<file path="config.mk">
export PLATFORM = sky130hd
export DESIGN_NAME = fetch_unit
export DESIGN_NICKNAME = d
export VERILOG_FILES = /design/src/rtl/fetch_unit.sv
export SDC_FILE = /design/constraint.sdc
export NUM_CORES = 1
export LEC_CHECK = 0
export ABC_AREA = 1
export BUFFER_PORTS_ARGS = -buffer_cell sky130_fd_sc_hd__buf_4
export CAP_MARGIN = 0
export CORE_UTILIZATION = 45
export DETAILED_ROUTE_END_ITERATION = 10
export HOLD_SLACK_MARGIN = 0.15
export PLACE_DENSITY = 0.75
export SYNTH_ARGS = -nofsm -noshare
export SYNTH_HDL_FRONTEND = slang
export SYNTH_SLANG_ARGS = --single-unit
export TNS_END_PERCENT = 30
</file>
<file path="constraint.sdc">
create_clock -name CLK -period 2.52 [get_ports CLK]
set_input_delay 0.126 -clock CLK [delete_from_list [all_inputs] [get_ports CLK]]
set_output_delay 0.126 -clock CLK [all_outputs]
set_load 0.02 [all_outputs]
</file>
<file path="src/rtl/fetch_unit.sv">
// Instruction fetch stage: owns the fetch PC, issues one read per cycle to a synchronous
// instruction memory and buffers returned words in a small FIFO that feeds decode.
module fetch_unit #(
    parameter logic [31:0] RESET_PC = 32'h0000_0000,
    parameter int          DEPTH    = 2
) (
    input  logic        CLK,
    input  logic        rst_n,
    input  logic        PCS,
    input  logic [31:0] Jump,
    output logic        IMemReq,
    output logic [31:0] IMemAddr,
    input  logic [31:0] IMemRdata,
    output logic        IFIDValid,
    output logic [31:0] IFIDInstr,
    output logic [31:0] IFIDPC,
    input  logic        IDReady
);
    localparam int PW = (DEPTH > 1) ? $clog2(DEPTH) : 1;
    localparam int CW = PW + 1;

    logic [31:0]   fetch_pc;
    logic [31:0]   inflight_pc;
    logic          inflight;
    logic [CW-1:0] count;
    logic [PW-1:0] rd_ptr;
    logic [PW-1:0] wr_ptr;
    logic [31:0]   instr_q [DEPTH];
    logic [31:0]   pc_q    [DEPTH];
    logic          pop;
    logic          push;
    logic [CW:0]   occupancy;

    // Decode handshake: a word transfers in any cycle where IFIDValid and IDReady are both
    // high and no redirect is active; otherwise the head (valid, instr, PC) is held unchanged.
    assign IFIDValid = (count != '0);
    assign IFIDInstr = instr_q[rd_ptr];
    assign IFIDPC    = pc_q[rd_ptr];

    assign pop  = IFIDValid & IDReady & ~PCS;
    assign push = inflight & ~PCS;

    // The in-flight word already owns a slot, so it counts against free space.
    assign occupancy = {1'b0, count} + {{CW{1'b0}}, inflight} - {{CW{1'b0}}, pop};
    assign IMemReq   = rst_n & ~PCS & (occupancy < (CW+1)'(DEPTH));
    assign IMemAddr  = fetch_pc;

    always_ff @(posedge CLK or negedge rst_n) begin
        if (!rst_n) begin
            fetch_pc    <= RESET_PC;
            inflight    <= 1'b0;
            inflight_pc <= '0;
            count       <= '0;
            rd_ptr      <= '0;
            wr_ptr      <= '0;
            for (int i = 0; i < DEPTH; i++) begin
                instr_q[i] <= '0;
                pc_q[i]    <= '0;
            end
        end else if (PCS) begin
            fetch_pc <= {Jump[31:2], 2'b00};
            inflight <= 1'b0;
            count    <= '0;
            rd_ptr   <= '0;
            wr_ptr   <= '0;
        end else begin
            inflight <= IMemReq;
            if (IMemReq) begin
                fetch_pc    <= fetch_pc + 32'd4;
                inflight_pc <= fetch_pc;
            end
            if (push) begin
                instr_q[wr_ptr] <= IMemRdata;
                pc_q[wr_ptr]    <= inflight_pc;
                wr_ptr          <= wr_ptr + 1'b1;
            end
            if (pop) begin
                rd_ptr <= rd_ptr + 1'b1;
            end
            count <= count + CW'(push) - CW'(pop);
        end
    end
endmodule

</file>
==> run_summary.xml, run 1 <==
<?xml version="1.0" encoding="UTF-8"?>
<metrics>
  <group name="sta">
    <metric name="hold_viol_final" unit="">0</metric>
    <metric name="fmaxAchievable" unit="GHz">0.3813</metric>
    <metric name="timing.clock.skew" unit="ps">9.174</metric>
    <metric name="rsz0062_at_grt" unit="">yes</metric>
    <metric name="final_min_period_over_clock_period" unit="%">104.1</metric>
    <metric name="holdWs" unit="ps">289.2</metric>
    <metric name="report.final.setup_viol" unit="">23</metric>
    <metric name="max_slew_margin_vs_limit" unit="%">34.50</metric>
    <metric name="final.setup.tns" unit="ps">-829.5</metric>
    <metric name="timing.final.crit_period" unit="ps">2622</metric>
    <metric name="layout_setup_ws" unit="ps">-102.5</metric>
    <metric name="timing_max_transition_violations_final" unit="">0</metric>
    <metric name="worst-slew-pin-transition" unit="ps">982.5</metric>
  </group>
  <group name="clock_network">
    <metric name="clkLatencyLatePin" unit="ps">430</metric>
    <metric name="tritoncts" unit="">done</metric>
    <metric name="cts.path.max_buffers" unit="">2</metric>
    <metric name="cts_root_buffer_type" unit="">sky130_fd_sc_hd__clkbuf_16</metric>
    <metric name="h-tree-depth" unit="">4</metric>
    <metric name="cts_inserted_buffers" unit="">17</metric>
    <metric name="clock_transition_at_the_register_clock_pins_on_the_worst_setup_and_hold_paths_after_cts" unit="ps">70</metric>
    <metric name="cts.sink_count" unit="">189</metric>
  </group>
  <group name="final_layout">
    <metric name="final_common_cell" unit="">sky130_fd_sc_hd__nand2_1</metric>
    <metric name="drive_above_1_share" unit="%">17.81</metric>
    <metric name="total_nets_final" unit="">1486</metric>
    <metric name="area_delta_synth_final" unit="%">32.21</metric>
    <metric name="layout.cells.most_common_list" unit="">481 x sky130_fd_sc_hd__nand2_1, 188 x sky130_fd_sc_hd__dfrtp_1, 176 x sky130_fd_sc_hd__buf_4</metric>
    <metric name="antenna_cells" unit="">0</metric>
  </group>
  <group name="hold_path">
    <metric name="min_path_type" unit="">in2reg</metric>
  </group>
  <group name="route">
    <metric name="number_of_vias_in_the_routed_layout" unit="">8114</metric>
    <metric name="drt-wirelength-per-cell" unit="um">13.27</metric>
    <metric name="via_per_inst" unit="">4.798</metric>
    <metric name="drc" unit="">0</metric>
    <metric name="wl" unit="um">22450</metric>
    <metric name="detail-route-antenna-nets" unit="">0</metric>
    <metric name="detailedRoute.firstIterationViolations" unit="">452</metric>
    <metric name="drt_pass_1_iters" unit="">5</metric>
  </group>
  <group name="synthesis">
    <metric name="synthesis.area" unit="um^2">9025</metric>
    <metric name="yosys_cell_types" unit="">27</metric>
    <metric name="ys_ff_latch" unit="">189</metric>
    <metric name="netlist_instances" unit="">1198</metric>
    <metric name="synthesis.area_per_instance" unit="um^2">7.533</metric>
    <metric name="synth.yosys.seq_area_share" unit="%">52.41</metric>
    <metric name="synthesis_warnings" unit="">0</metric>
  </group>
  <group name="setup_path">
    <metric name="worst_ep_required_time" unit="ps">2390</metric>
    <metric name="cp_max_fo" unit="">3</metric>
    <metric name="critical_path.startpoint_type" unit="">flop</metric>
    <metric name="worstSetupEndpointType" unit="">output pin</metric>
    <metric name="worst-endpoint-arrival" unit="ps">2500</metric>
    <metric name="worst-setup-path-type" unit="">reg2out</metric>
  </group>
  <group name="grt">
    <metric name="grt_start_max_net_pins" unit="">125</metric>
    <metric name="grt_most_used_layer" unit="">met2</metric>
    <metric name="global_route.usage.total" unit="%">22.42</metric>
    <metric name="grt_first_pass_wirelength" unit="um">36090</metric>
    <metric name="grt_overflow" unit="">0</metric>
    <metric name="grt_antenna_before_repair" unit="">0</metric>
    <metric name="global_routing_met2_resource_utilization" unit="%">37.12</metric>
    <metric name="vias_in_the_first_global_route" unit="">7475</metric>
    <metric name="grt_use_met1" unit="%">30.27</metric>
    <metric name="met3_usage" unit="%">3.732</metric>
  </group>
  <group name="power">
    <metric name="power.internal" unit="uW">7540</metric>
    <metric name="pwr-share-seq" unit="%">41.3</metric>
    <metric name="p_per_area" unit="nW/um^2">1018</metric>
    <metric name="net_sw_share" unit="%">37.95</metric>
    <metric name="p_comb_share" unit="%">37.8</metric>
    <metric name="switching_power" unit="uW">4612</metric>
    <metric name="leakagePower" unit="uW">0.006269</metric>
    <metric name="clock_power_share" unit="%">21.0</metric>
    <metric name="vdd.ir_drop.worst" unit="uV">528.0</metric>
  </group>
  <group name="placed_design">
    <metric name="portBuffers" unit="">159</metric>
    <metric name="place_hpwl" unit="um">14380</metric>
    <metric name="place_congestion" unit="">0.9628</metric>
  </group>
  <group name="run_status">
    <metric name="result_of_the_run" unit="">finished with violations</metric>
    <metric name="violations" unit="">setup timing</metric>
  </group>
  <group name="run">
    <metric name="max_cap_viol_count" unit="">0</metric>
  </group>
  <group name="floorplanning">
    <metric name="initial_utilization" unit="%">46.07</metric>
    <metric name="placement_rows" unit="">51</metric>
    <metric name="core-area" unit="um^2">19590</metric>
    <metric name="die_wd" unit="um">143.6</metric>
    <metric name="dieHeight" unit="um">143.6</metric>
    <metric name="io-pin-count" unit="">166</metric>
    <metric name="die_area" unit="um^2">20630</metric>
  </group>
</metrics>
state kept, by name (all words and copies together) (netlist names):
register	count
wr_ptr	1
inflight_pc	30
inflight	1
IMemAddr	30
pc_q	60
count	2
rd_ptr	1
instr_q	64
power by group through the flow:
stage / registers (uW) / clock network, uW / logic (uW)
final: 5010 / 2550 / 4590
after global routing: 5170 / 2720 / 5140
after floorplan: 4970 / 0 / 2710
after CTS: 5000 / 2610 / 4590
after global placement: 4990 / 0 / 4370
after detailed placement: 5040 / 0 / 4460
layout make-up:
type | count | area [um^2]
Sequential cell | 189 | 4731
Clock buffer | 22 | 484.2
Inverter | 135 | 514.2
Clock inverter | 10 | 80.08
Tap cell | 265 | 331.6
Fill cell | 1761 | 7659
Multi-Input combinational cell | 817 | 3592
Timing Repair Buffer | 253 | 2198
path summary, 6_finish.rpt:
kind	startpoint	end	cells after the start	slack (ps)
max in group asynchronous	rst_n	rd_ptr	3	1150
min	PCS	count[0]	3	290
min in group asynchronous	rst_n	wr_ptr	3	510
max reg2reg	count[1]	IMemAddr[26]	15	-70
min reg2reg	instr_q[8]	instr_q[8]	2	480
max	count[1]	IMemReq	12	-100
cells in the mapped netlist:
library cell | n | area share [%]
sky130_fd_sc_hd__nand2_1 | 484 | 20
sky130_fd_sc_hd__dfrtp_1 | 189 | 52
sky130_fd_sc_hd__inv_1 | 132 | 5.5
sky130_fd_sc_hd__o21ai_0 | 108 | 6.0
sky130_fd_sc_hd__nor2_1 | 72 | 3.0
sky130_fd_sc_hd__nand3_1 | 68 | 3.8
sky130_fd_sc_hd__o21ai_1 | 47 | 2.6
sky130_fd_sc_hd__clkbuf_1 | 28 | 1.2
sky130_fd_sc_hd__buf_2 | 17 | 0.94
sky130_fd_sc_hd__a21oi_1 | 14 | 0.78
sky130_fd_sc_hd__buf_6 | 8 | 1.0
sky130_fd_sc_hd__buf_4 | 4 | 0.33
sky130_fd_sc_hd__ha_1 | 4 | 0.55
sky130_fd_sc_hd__o21ai_2 | 3 | 0.29
sky130_fd_sc_hd__xor2_1 | 3 | 0.29
sky130_fd_sc_hd__buf_1 | 2 | 0.083
sky130_fd_sc_hd__inv_2 | 2 | 0.083
sky130_fd_sc_hd__nand2_2 | 2 | 0.14
sky130_fd_sc_hd__o211ai_1 | 2 | 0.17
sky130_fd_sc_hd__or2_2 | 2 | 0.14
sky130_fd_sc_hd__and2_1 | 1 | 0.069
sky130_fd_sc_hd__clkbuf_2 | 1 | 0.055
sky130_fd_sc_hd__clkinv_4 | 1 | 0.097
sky130_fd_sc_hd__conb_1 | 1 | 0.042
sky130_fd_sc_hd__fa_1 | 1 | 0.22
sky130_fd_sc_hd__or2_1 | 1 | 0.069
sky130_fd_sc_hd__xnor2_1 | 1 | 0.097
per-stage QoR:
step	instance area, um^2	util [%]	cells	power (uW)	setup slack [ps]
after global placement	10590	54.08	1589	9355	-76.20
final	11930	60.91	1691	12150	-102.5
after floorplan	9117	-	1201	7680	19.63
after global routing	11930	60.91	1691	13020	-206.1
after detailed placement	10590	54.08	1589	9506	-112.5
after CTS	11870	60.58	1688	12200	-129.4
what timing repair did:
action,4_1_cts,5_1_grt
hold buffers,64,0
hold endpoints to repair,284,0
gates resized for setup,11,13
pin swaps,9,5
setup endpoints to repair,61,57
buffers inserted,3,3
kinds of logic (layout without fill, tap and decap cells):
logic type	count (synthesis)	in the layout	share of synthesized area [%]
AOI/OAI and AO/OA	174	174	9.830
xor gates and xnor gates	4	4	0.3883
adders and majority gates	5	5	0.7764
buffers and inverters	195	420	9.247
DFF	189	189	52.41
other	1	4	0.04155
and+or+nand+nor	630	630	27.31
critical path: stages (launching register included):
cell                      delay [ps]
sky130_fd_sc_hd__dfrtp_1         370
sky130_fd_sc_hd__inv_2            60
sky130_fd_sc_hd__nand2_4          70
sky130_fd_sc_hd__nand2_4          60
sky130_fd_sc_hd__nor2_4          130
sky130_fd_sc_hd__ha_4            200
sky130_fd_sc_hd__or2_4           220
sky130_fd_sc_hd__fa_1            480
sky130_fd_sc_hd__nand2_1          60
sky130_fd_sc_hd__nor2_2          120
sky130_fd_sc_hd__nand2_2         100
sky130_fd_sc_hd__inv_4            80
sky130_fd_sc_hd__buf_6           110
layer usage:
metal	share of wire, %	wire length, um	vias up
met1	45	10200	3718
li1	-	-	4129
met3	4.9	1090	20
met4	1.2	260	0
met2	49	10900	247
met5	0	0	-
(Power assumes the default switching activity.)
==> run 2, diff against run 1 <==
--- a/config.mk
+++ b/config.mk
@@ -12,6 +12,7 @@
 export DETAILED_ROUTE_END_ITERATION = 10
 export HOLD_SLACK_MARGIN = 0.15
 export PLACE_DENSITY = 0.75
+export SETUP_SLACK_MARGIN = 0.4
 export SYNTH_ARGS = -nofsm -noshare
 export SYNTH_HDL_FRONTEND = slang
 export SYNTH_SLANG_ARGS = --single-unit
==> run 2 against run 1 <==
Effect of this change: total power increased by 3.0%; die area unchanged; combinational power increased by 4.6%; largest power group unchanged; the flow still finishes with violations (setup timing); critical path type unchanged; setup slack got worse by 180 ps; sequential power about the same; hold slack got worse by 13 ps; critical path depth increased by 1; cell count increased by 0.35%.
==> run_summary.xml, run 2 (synthesized netlist as in run 1, its figures left out) <==
<?xml version="1.0" encoding="UTF-8"?>
<metrics>
  <group name="setup_path">
    <metric name="worst-endpoint-arrival" unit="ps">2680</metric>
    <metric name="regToRegStartpoint" unit="">count[1]</metric>
    <metric name="worstSetupEndpointType" unit="">output pin</metric>
    <metric name="cpMaxStageDelayCell" unit="">sky130_fd_sc_hd__fa_1</metric>
    <metric name="critical_path.endpoint" unit="">IMemReq</metric>
    <metric name="cp_max_fo" unit="">3</metric>
    <metric name="worst_ep_required_time" unit="ps">2390</metric>
    <metric name="worstPathBufferInverterCount" unit="">4</metric>
    <metric name="timing.reg2reg.setup_slack" unit="ps">-250</metric>
    <metric name="crit_chain" unit="">inv_2 -&gt; nand2_4 -&gt; nand2_4 -&gt; nor2_4 -&gt; ha_4 -&gt; or2_4 -&gt; fa_1 -&gt; nand2_1 -&gt; nor2_2 -&gt; nand2_2 -&gt; inv_2 -&gt; buf_6 -&gt; buf_6</metric>
    <metric name="crit-reg2reg-capture" unit="">IMemAddr[27]</metric>
    <metric name="reg2reg_depth" unit="">16</metric>
    <metric name="critical_path.startpoint_type" unit="">flop</metric>
    <metric name="worst-setup-path-type" unit="">reg2out</metric>
    <metric name="critical_path_cell_count" unit="">13</metric>
    <metric name="setup.worst_path.start" unit="">count[1]</metric>
    <metric name="max_stage_delay" unit="ps">540</metric>
    <metric name="cpLargestDelayFamily" unit="">simple AND/OR/NAND/NOR gates</metric>
  </group>
  <group name="clock_network">
    <metric name="cts_inserted_buffers" unit="">17</metric>
    <metric name="cts_root_buffer_type" unit="">sky130_fd_sc_hd__clkbuf_16</metric>
    <metric name="clock_transition_at_the_register_clock_pins_on_the_worst_setup_and_hold_paths_after_cts" unit="ps">70</metric>
    <metric name="h-tree-depth" unit="">4</metric>
    <metric name="clkLatencyLatePin" unit="ps">420</metric>
    <metric name="cts.path.max_buffers" unit="">2</metric>
    <metric name="tritoncts" unit="">done</metric>
    <metric name="cts.sink_count" unit="">189</metric>
  </group>
  <group name="sta">
    <metric name="hold_viol_final" unit="">0</metric>
    <metric name="timing.final.crit_period" unit="ps">2807</metric>
    <metric name="layout_setup_ws" unit="ps">-286.5</metric>
    <metric name="fmaxAchievable" unit="GHz">0.3563</metric>
    <metric name="rsz0062_at_grt" unit="">yes</metric>
    <metric name="timing_max_transition_violations_final" unit="">0</metric>
    <metric name="timing.clock.skew" unit="ps">8.760</metric>
    <metric name="worst-slew-pin-transition" unit="ps">925.3</metric>
    <metric name="report.final.setup_viol" unit="">61</metric>
    <metric name="final_min_period_over_clock_period" unit="%">111.4</metric>
    <metric name="final.setup.tns" unit="ps">-10170</metric>
    <metric name="max_slew_margin_vs_limit" unit="%">38.31</metric>
    <metric name="holdWs" unit="ps">276.1</metric>
  </group>
  <group name="final_layout">
    <metric name="top_regs" unit="">instr_q: 64 flops, pc_q: 60 flops</metric>
    <metric name="final_design_area_no_fill" unit="um^2">12310</metric>
    <metric name="area_delta_synth_final" unit="%">36.41</metric>
    <metric name="final_util" unit="%">62.84</metric>
    <metric name="layout.filler_cells" unit="">1688</metric>
    <metric name="total_nets_final" unit="">1496</metric>
    <metric name="drive_above_1_share" unit="%">20.39</metric>
    <metric name="top_register" unit="">instr_q</metric>
    <metric name="layout.cells.most_common_list" unit="">476 x sky130_fd_sc_hd__nand2_1, 188 x sky130_fd_sc_hd__dfrtp_1, 176 x sky130_fd_sc_hd__buf_4</metric>
    <metric name="largest_reg_flops" unit="">64</metric>
    <metric name="final_cell_count_no_fill" unit="">1697</metric>
    <metric name="antenna_cells" unit="">0</metric>
    <metric name="final_common_cell" unit="">sky130_fd_sc_hd__nand2_1</metric>
  </group>
  <group name="route">
    <metric name="number_of_vias_in_the_routed_layout" unit="">8266</metric>
    <metric name="drt_pass_1_iters" unit="">6</metric>
    <metric name="detail-route-antenna-nets" unit="">0</metric>
    <metric name="wl" unit="um">23330</metric>
    <metric name="drt-wirelength-per-cell" unit="um">13.75</metric>
    <metric name="detailedRoute.firstIterationViolations" unit="">408</metric>
    <metric name="via_per_inst" unit="">4.871</metric>
    <metric name="drc" unit="">0</metric>
  </group>
  <group name="floorplanning">
    <metric name="dieHeight" unit="um">143.6</metric>
    <metric name="die_wd" unit="um">143.6</metric>
    <metric name="placement_rows" unit="">51</metric>
    <metric name="initial_utilization" unit="%">46.07</metric>
    <metric name="io-pin-count" unit="">166</metric>
    <metric name="core-area" unit="um^2">19590</metric>
    <metric name="die_area" unit="um^2">20630</metric>
  </group>
  <group name="grt">
    <metric name="grt_overflow" unit="">0</metric>
    <metric name="vias_in_the_first_global_route" unit="">7625</metric>
    <metric name="grt_antenna_before_repair" unit="">0</metric>
    <metric name="grt_first_pass_wirelength" unit="um">36710</metric>
    <metric name="grt_start_max_net_pins" unit="">181</metric>
    <metric name="global_route.usage.total" unit="%">22.87</metric>
  </group>
  <group name="run_status">
    <metric name="violations" unit="">setup timing</metric>
    <metric name="result_of_the_run" unit="">finished with violations</metric>
  </group>
  <group name="hold_path">
    <metric name="min_path_type" unit="">in2reg</metric>
    <metric name="min_from" unit="">PCS</metric>
  </group>
  <group name="power">
    <metric name="leakagePower" unit="uW">0.006411</metric>
    <metric name="vdd.ir_drop.worst" unit="uV">464.2</metric>
    <metric name="p_per_area" unit="nW/um^2">1017</metric>
  </group>
  <group name="placed_design">
    <metric name="place_congestion" unit="">0.9496</metric>
    <metric name="postPlaceCellArea" unit="um^2">10610</metric>
    <metric name="post-place-cells" unit="">1590</metric>
    <metric name="place_hpwl" unit="um">14520</metric>
    <metric name="portBuffers" unit="">159</metric>
  </group>
  <group name="run">
    <metric name="max_cap_viol_count" unit="">0</metric>
  </group>
</metrics>
run 2: where the power goes:
| part | internal, uW | leakage, uW | switching (uW) |
|---|---|---|---|
| sequential | 4270 | 0.00237 | 765 |
| combinational | 2010 | 0.00376 | 2790 |
| clock | 1580 | 0.000283 | 1100 |
| total | 7850 | 0.00641 | 4660 |
run 2: final cells by class:
cell class | instances | area, um^2 | area share [%]
Multi-Input combinational cell | 817 | 3782 | 30.72
Timing Repair Buffer | 263 | 2366 | 19.22
Clock inverter | 5 | 85.08 | 0.6911
Clock buffer | 23 | 498.0 | 4.045
Sequential cell | 189 | 4731 | 38.43
Tap cell | 265 | 331.6 | 2.693
Inverter | 135 | 516.7 | 4.198
run 2: routing by layer:
layer | GRT usage, % | wire, um | vias up
met3 | 3.999 | 1189 | 41
li1 | - | - | 4145
met1 | 31.48 | 10650 | 3832
met2 | 36.69 | 11010 | 248
met5 | 0 | 0 | -
met4 | 7.335 | 475 | 0
run 2: repair_timing:
item	in CTS	in global routing
pin swaps	5	28
setup endpoints to repair	62	62
endpoints found under the hold margin	284	0
resized for setup	31	46
gates cloned	1	2
buffers inserted	6	5
hold buffers	65	0
run 2: how the worst min path moves through the flow:
stage / endpoint / slack (ps) / cells after the start
floorplan: IMemAddr[10] / -170 / 0
CTS: count[0] / 260 / 3
detailed placement: IMemAddr[22] / -30 / 1
global route: count[0] / 310 / 3
global placement: IMemAddr[22] / -30 / 1
finish: count[0] / 280 / 3
run 2: worst register-to-register path, stage by stage, from the launching register on:
cell and delay (ps):
sky130_fd_sc_hd__dfrtp_1 360, sky130_fd_sc_hd__inv_2 60, sky130_fd_sc_hd__nand2_4 80, sky130_fd_sc_hd__nand2_4 60
sky130_fd_sc_hd__nor2_4 120, sky130_fd_sc_hd__ha_4 210, sky130_fd_sc_hd__or2_4 240, sky130_fd_sc_hd__fa_1 540
sky130_fd_sc_hd__nand2_1 70, sky130_fd_sc_hd__nor2_2 130, sky130_fd_sc_hd__nand2_2 100, sky130_fd_sc_hd__buf_6 140
sky130_fd_sc_hd__clkbuf_16 160, sky130_fd_sc_hd__buf_8 140, sky130_fd_sc_hd__nor2_4 110, sky130_fd_sc_hd__nand3_1 90
sky130_fd_sc_hd__nand3_1 100
run 2: stage by stage:
step	power, uW	worst slack, ps
6_report	12520	-286.5
5_1_grt	13390	-419.6
4_1_cts	12410	-211.2
3_5_place_dp	9516	-70.68
3_3_place_gp	9363	-42.46
2_1_floorplan	7692	46.96
==> run 3, diff against run 2 <==
--- a/config.mk
+++ b/config.mk
@@ -9,6 +9,7 @@
 export BUFFER_PORTS_ARGS = -buffer_cell sky130_fd_sc_hd__buf_4
 export CAP_MARGIN = 0
 export CORE_UTILIZATION = 45
+export CTS_BUF_LIST = sky130_fd_sc_hd__clkbuf_8 sky130_fd_sc_hd__clkbuf_16
 export DETAILED_ROUTE_END_ITERATION = 10
 export HOLD_SLACK_MARGIN = 0.15
 export PLACE_DENSITY = 0.75
==> run 3 against run 2 <==
Effect of this change: setup slack barely moved; global-route usage is the same; sequential share of layout area stayed put; the flow still finishes with violations (setup timing); critical path type unchanged; fmax barely moved; final area unchanged.
==> run_summary.xml, run 3 (synthesized netlist as in run 1, its figures left out) <==
<?xml version="1.0" encoding="UTF-8"?>
<metrics>
  <group name="run_status">
    <metric name="result_of_the_run" unit="">finished with violations</metric>
    <metric name="violations" unit="">setup timing</metric>
  </group>
  <group name="floorplanning">
    <metric name="die_area" unit="um^2">20630</metric>
    <metric name="core-area" unit="um^2">19590</metric>
    <metric name="die_wd" unit="um">143.6</metric>
    <metric name="placement_rows" unit="">51</metric>
    <metric name="initial_utilization" unit="%">46.07</metric>
    <metric name="io-pin-count" unit="">166</metric>
    <metric name="dieHeight" unit="um">143.6</metric>
  </group>
  <group name="sta">
    <metric name="rsz0062_at_grt" unit="">yes</metric>
    <metric name="timing.final.crit_period" unit="ps">2806</metric>
    <metric name="layout_setup_ws" unit="ps">-286.5</metric>
    <metric name="report.final.setup_viol" unit="">61</metric>
    <metric name="fmaxAchievable" unit="GHz">0.3563</metric>
    <metric name="hold_viol_final" unit="">0</metric>
    <metric name="final_min_period_over_clock_period" unit="%">111.4</metric>
    <metric name="holdWs" unit="ps">276.1</metric>
    <metric name="timing.clock.skew" unit="ps">8.927</metric>
    <metric name="max_slew_margin_vs_limit" unit="%">38.31</metric>
    <metric name="worst-slew-pin-transition" unit="ps">925.3</metric>
    <metric name="timing_max_transition_violations_final" unit="">0</metric>
    <metric name="final.setup.tns" unit="ps">-10160</metric>
  </group>
  <group name="final_layout">
    <metric name="final_common_cell" unit="">sky130_fd_sc_hd__nand2_1</metric>
    <metric name="top_register" unit="">instr_q</metric>
    <metric name="total_nets_final" unit="">1496</metric>
    <metric name="antenna_cells" unit="">0</metric>
    <metric name="drive_above_1_share" unit="%">20.39</metric>
    <metric name="largest_reg_flops" unit="">64</metric>
    <metric name="area_delta_synth_final" unit="%">36.41</metric>
    <metric name="layout.filler_cells" unit="">1688</metric>
    <metric name="final_design_area_no_fill" unit="um^2">12310</metric>
    <metric name="top_regs" unit="">instr_q: 64 flops, pc_q: 60 flops</metric>
    <metric name="layout.cells.most_common_list" unit="">476 x sky130_fd_sc_hd__nand2_1, 188 x sky130_fd_sc_hd__dfrtp_1, 176 x sky130_fd_sc_hd__buf_4</metric>
  </group>
  <group name="hold_path">
    <metric name="min_path_type" unit="">in2reg</metric>
  </group>
  <group name="setup_path">
    <metric name="worst-endpoint-arrival" unit="ps">2680</metric>
    <metric name="reg2reg_depth" unit="">16</metric>
    <metric name="critical_path.endpoint" unit="">IMemReq</metric>
    <metric name="worst_ep_required_time" unit="ps">2390</metric>
    <metric name="worstSetupEndpointType" unit="">output pin</metric>
    <metric name="cp_max_fo" unit="">3</metric>
    <metric name="setup.worst_path.start" unit="">count[1]</metric>
    <metric name="critical_path.startpoint_type" unit="">flop</metric>
    <metric name="crit-reg2reg-capture" unit="">IMemAddr[27]</metric>
    <metric name="worst-setup-path-type" unit="">reg2out</metric>
    <metric name="regToRegStartpoint" unit="">count[1]</metric>
    <metric name="timing.reg2reg.setup_slack" unit="ps">-250</metric>
  </group>
  <group name="clock_network">
    <metric name="h-tree-depth" unit="">4</metric>
    <metric name="cts_root_buffer_type" unit="">sky130_fd_sc_hd__clkbuf_16</metric>
    <metric name="clock_transition_at_the_register_clock_pins_on_the_worst_setup_and_hold_paths_after_cts" unit="ps">70</metric>
    <metric name="tritoncts" unit="">done</metric>
    <metric name="clkLatencyLatePin" unit="ps">420</metric>
    <metric name="cts_inserted_buffers" unit="">17</metric>
    <metric name="cts.sink_count" unit="">189</metric>
    <metric name="cts.path.max_buffers" unit="">2</metric>
  </group>
  <group name="route">
    <metric name="detailedRoute.firstIterationViolations" unit="">408</metric>
    <metric name="drc" unit="">0</metric>
    <metric name="drt-wirelength-per-cell" unit="um">13.75</metric>
    <metric name="detail-route-antenna-nets" unit="">0</metric>
    <metric name="wl" unit="um">23330</metric>
    <metric name="drt_pass_1_iters" unit="">6</metric>
    <metric name="via_per_inst" unit="">4.871</metric>
    <metric name="number_of_vias_in_the_routed_layout" unit="">8266</metric>
  </group>
  <group name="power">
    <metric name="p_per_area" unit="nW/um^2">1016</metric>
    <metric name="leakagePower" unit="uW">0.006415</metric>
    <metric name="p_total" unit="uW">12510</metric>
    <metric name="vdd.ir_drop.worst" unit="uV">464.2</metric>
  </group>
  <group name="placed_design">
    <metric name="place_hpwl" unit="um">14520</metric>
    <metric name="postPlaceCellArea" unit="um^2">10610</metric>
    <metric name="portBuffers" unit="">159</metric>
    <metric name="place_congestion" unit="">0.9496</metric>
  </group>
  <group name="grt">
    <metric name="global_route.usage.total" unit="%">22.87</metric>
    <metric name="grt_overflow" unit="">0</metric>
    <metric name="vias_in_the_first_global_route" unit="">7625</metric>
    <metric name="grt_first_pass_wirelength" unit="um">36710</metric>
    <metric name="grt_antenna_before_repair" unit="">0</metric>
    <metric name="grt_start_max_net_pins" unit="">181</metric>
  </group>
  <group name="run">
    <metric name="max_cap_viol_count" unit="">0</metric>
  </group>
</metrics>
## run 3: how the worst min path moves through the flow
stage	depth (start not counted)	startpoint	end	slack, ps
2_1_floorplan	0	rst_n	IMemAddr[10]	-170
3_3_place_gp	1	rst_n	IMemAddr[22]	-30
3_5_place_dp	1	rst_n	IMemAddr[22]	-30
4_1_cts	3	PCS	count[0]	260
5_1_grt	3	PCS	count[0]	310
6_report	3	PCS	count[0]	280
## run 3: layout make-up
cell class,instances,area (um^2),area share (%)
Clock inverter,6,88.84,0.7216
Multi-Input combinational cell,817,3782,30.72
Timing Repair Buffer,263,2366,19.22
Inverter,135,516.7,4.198
Sequential cell,189,4731,38.43
Clock buffer,22,494.2,4.015
Tap cell,265,331.6,2.693
## run 3: stage by stage
stage / worst slack, ps / utilization (%) / cells
2_1_floorplan: 46.96 / - / 1201
5_1_grt: -419.6 / 62.84 / 1697
4_1_cts: -211.2 / 61.40 / 1690
3_5_place_dp: -70.68 / 54.15 / 1590
6_report: -286.5 / 62.84 / 1697
3_3_place_gp: -42.46 / 54.15 / 1590
## run 3: metal layers
metal | up-vias | track usage, % | part of all wire [%]
li1 | 4145 | - | -
met5 | - | 0 | 0
met4 | 0 | 7.335 | 2.0
met3 | 41 | 3.999 | 5.1
met2 | 248 | 36.69 | 47
met1 | 3832 | 31.48 | 46
## run 3: repair_timing
item,4_1_cts,5_1_grt
hold buffers,65,0
resized for setup,31,46
setup buffers,6,5
setup endpoints to repair,62,62
endpoints found under the hold margin,284,0
pin swaps,5,28
cloned,1,2
## run 3: worst max-delay path, stage by stage (launching register included)
cell and delay [ps]:
sky130_fd_sc_hd__dfrtp_1 360, sky130_fd_sc_hd__inv_2 60, sky130_fd_sc_hd__nand2_4 80, sky130_fd_sc_hd__nand2_4 60, sky130_fd_sc_hd__nor2_4 110, sky130_fd_sc_hd__ha_4 210, sky130_fd_sc_hd__or2_4 240, sky130_fd_sc_hd__fa_1 540
sky130_fd_sc_hd__nand2_1 70, sky130_fd_sc_hd__nor2_2 130, sky130_fd_sc_hd__nand2_2 100, sky130_fd_sc_hd__inv_2 80, sky130_fd_sc_hd__buf_6 100, sky130_fd_sc_hd__buf_6 110
## run 3: where the power goes
| part | internal (uW) | switching, uW | total (uW) |
|---|---|---|---|
| Sequential | 4270 | 765 | 5030 |
| Combinational | 2010 | 2790 | 4800 |
| Clock | 1570 | 1100 | 2680 |
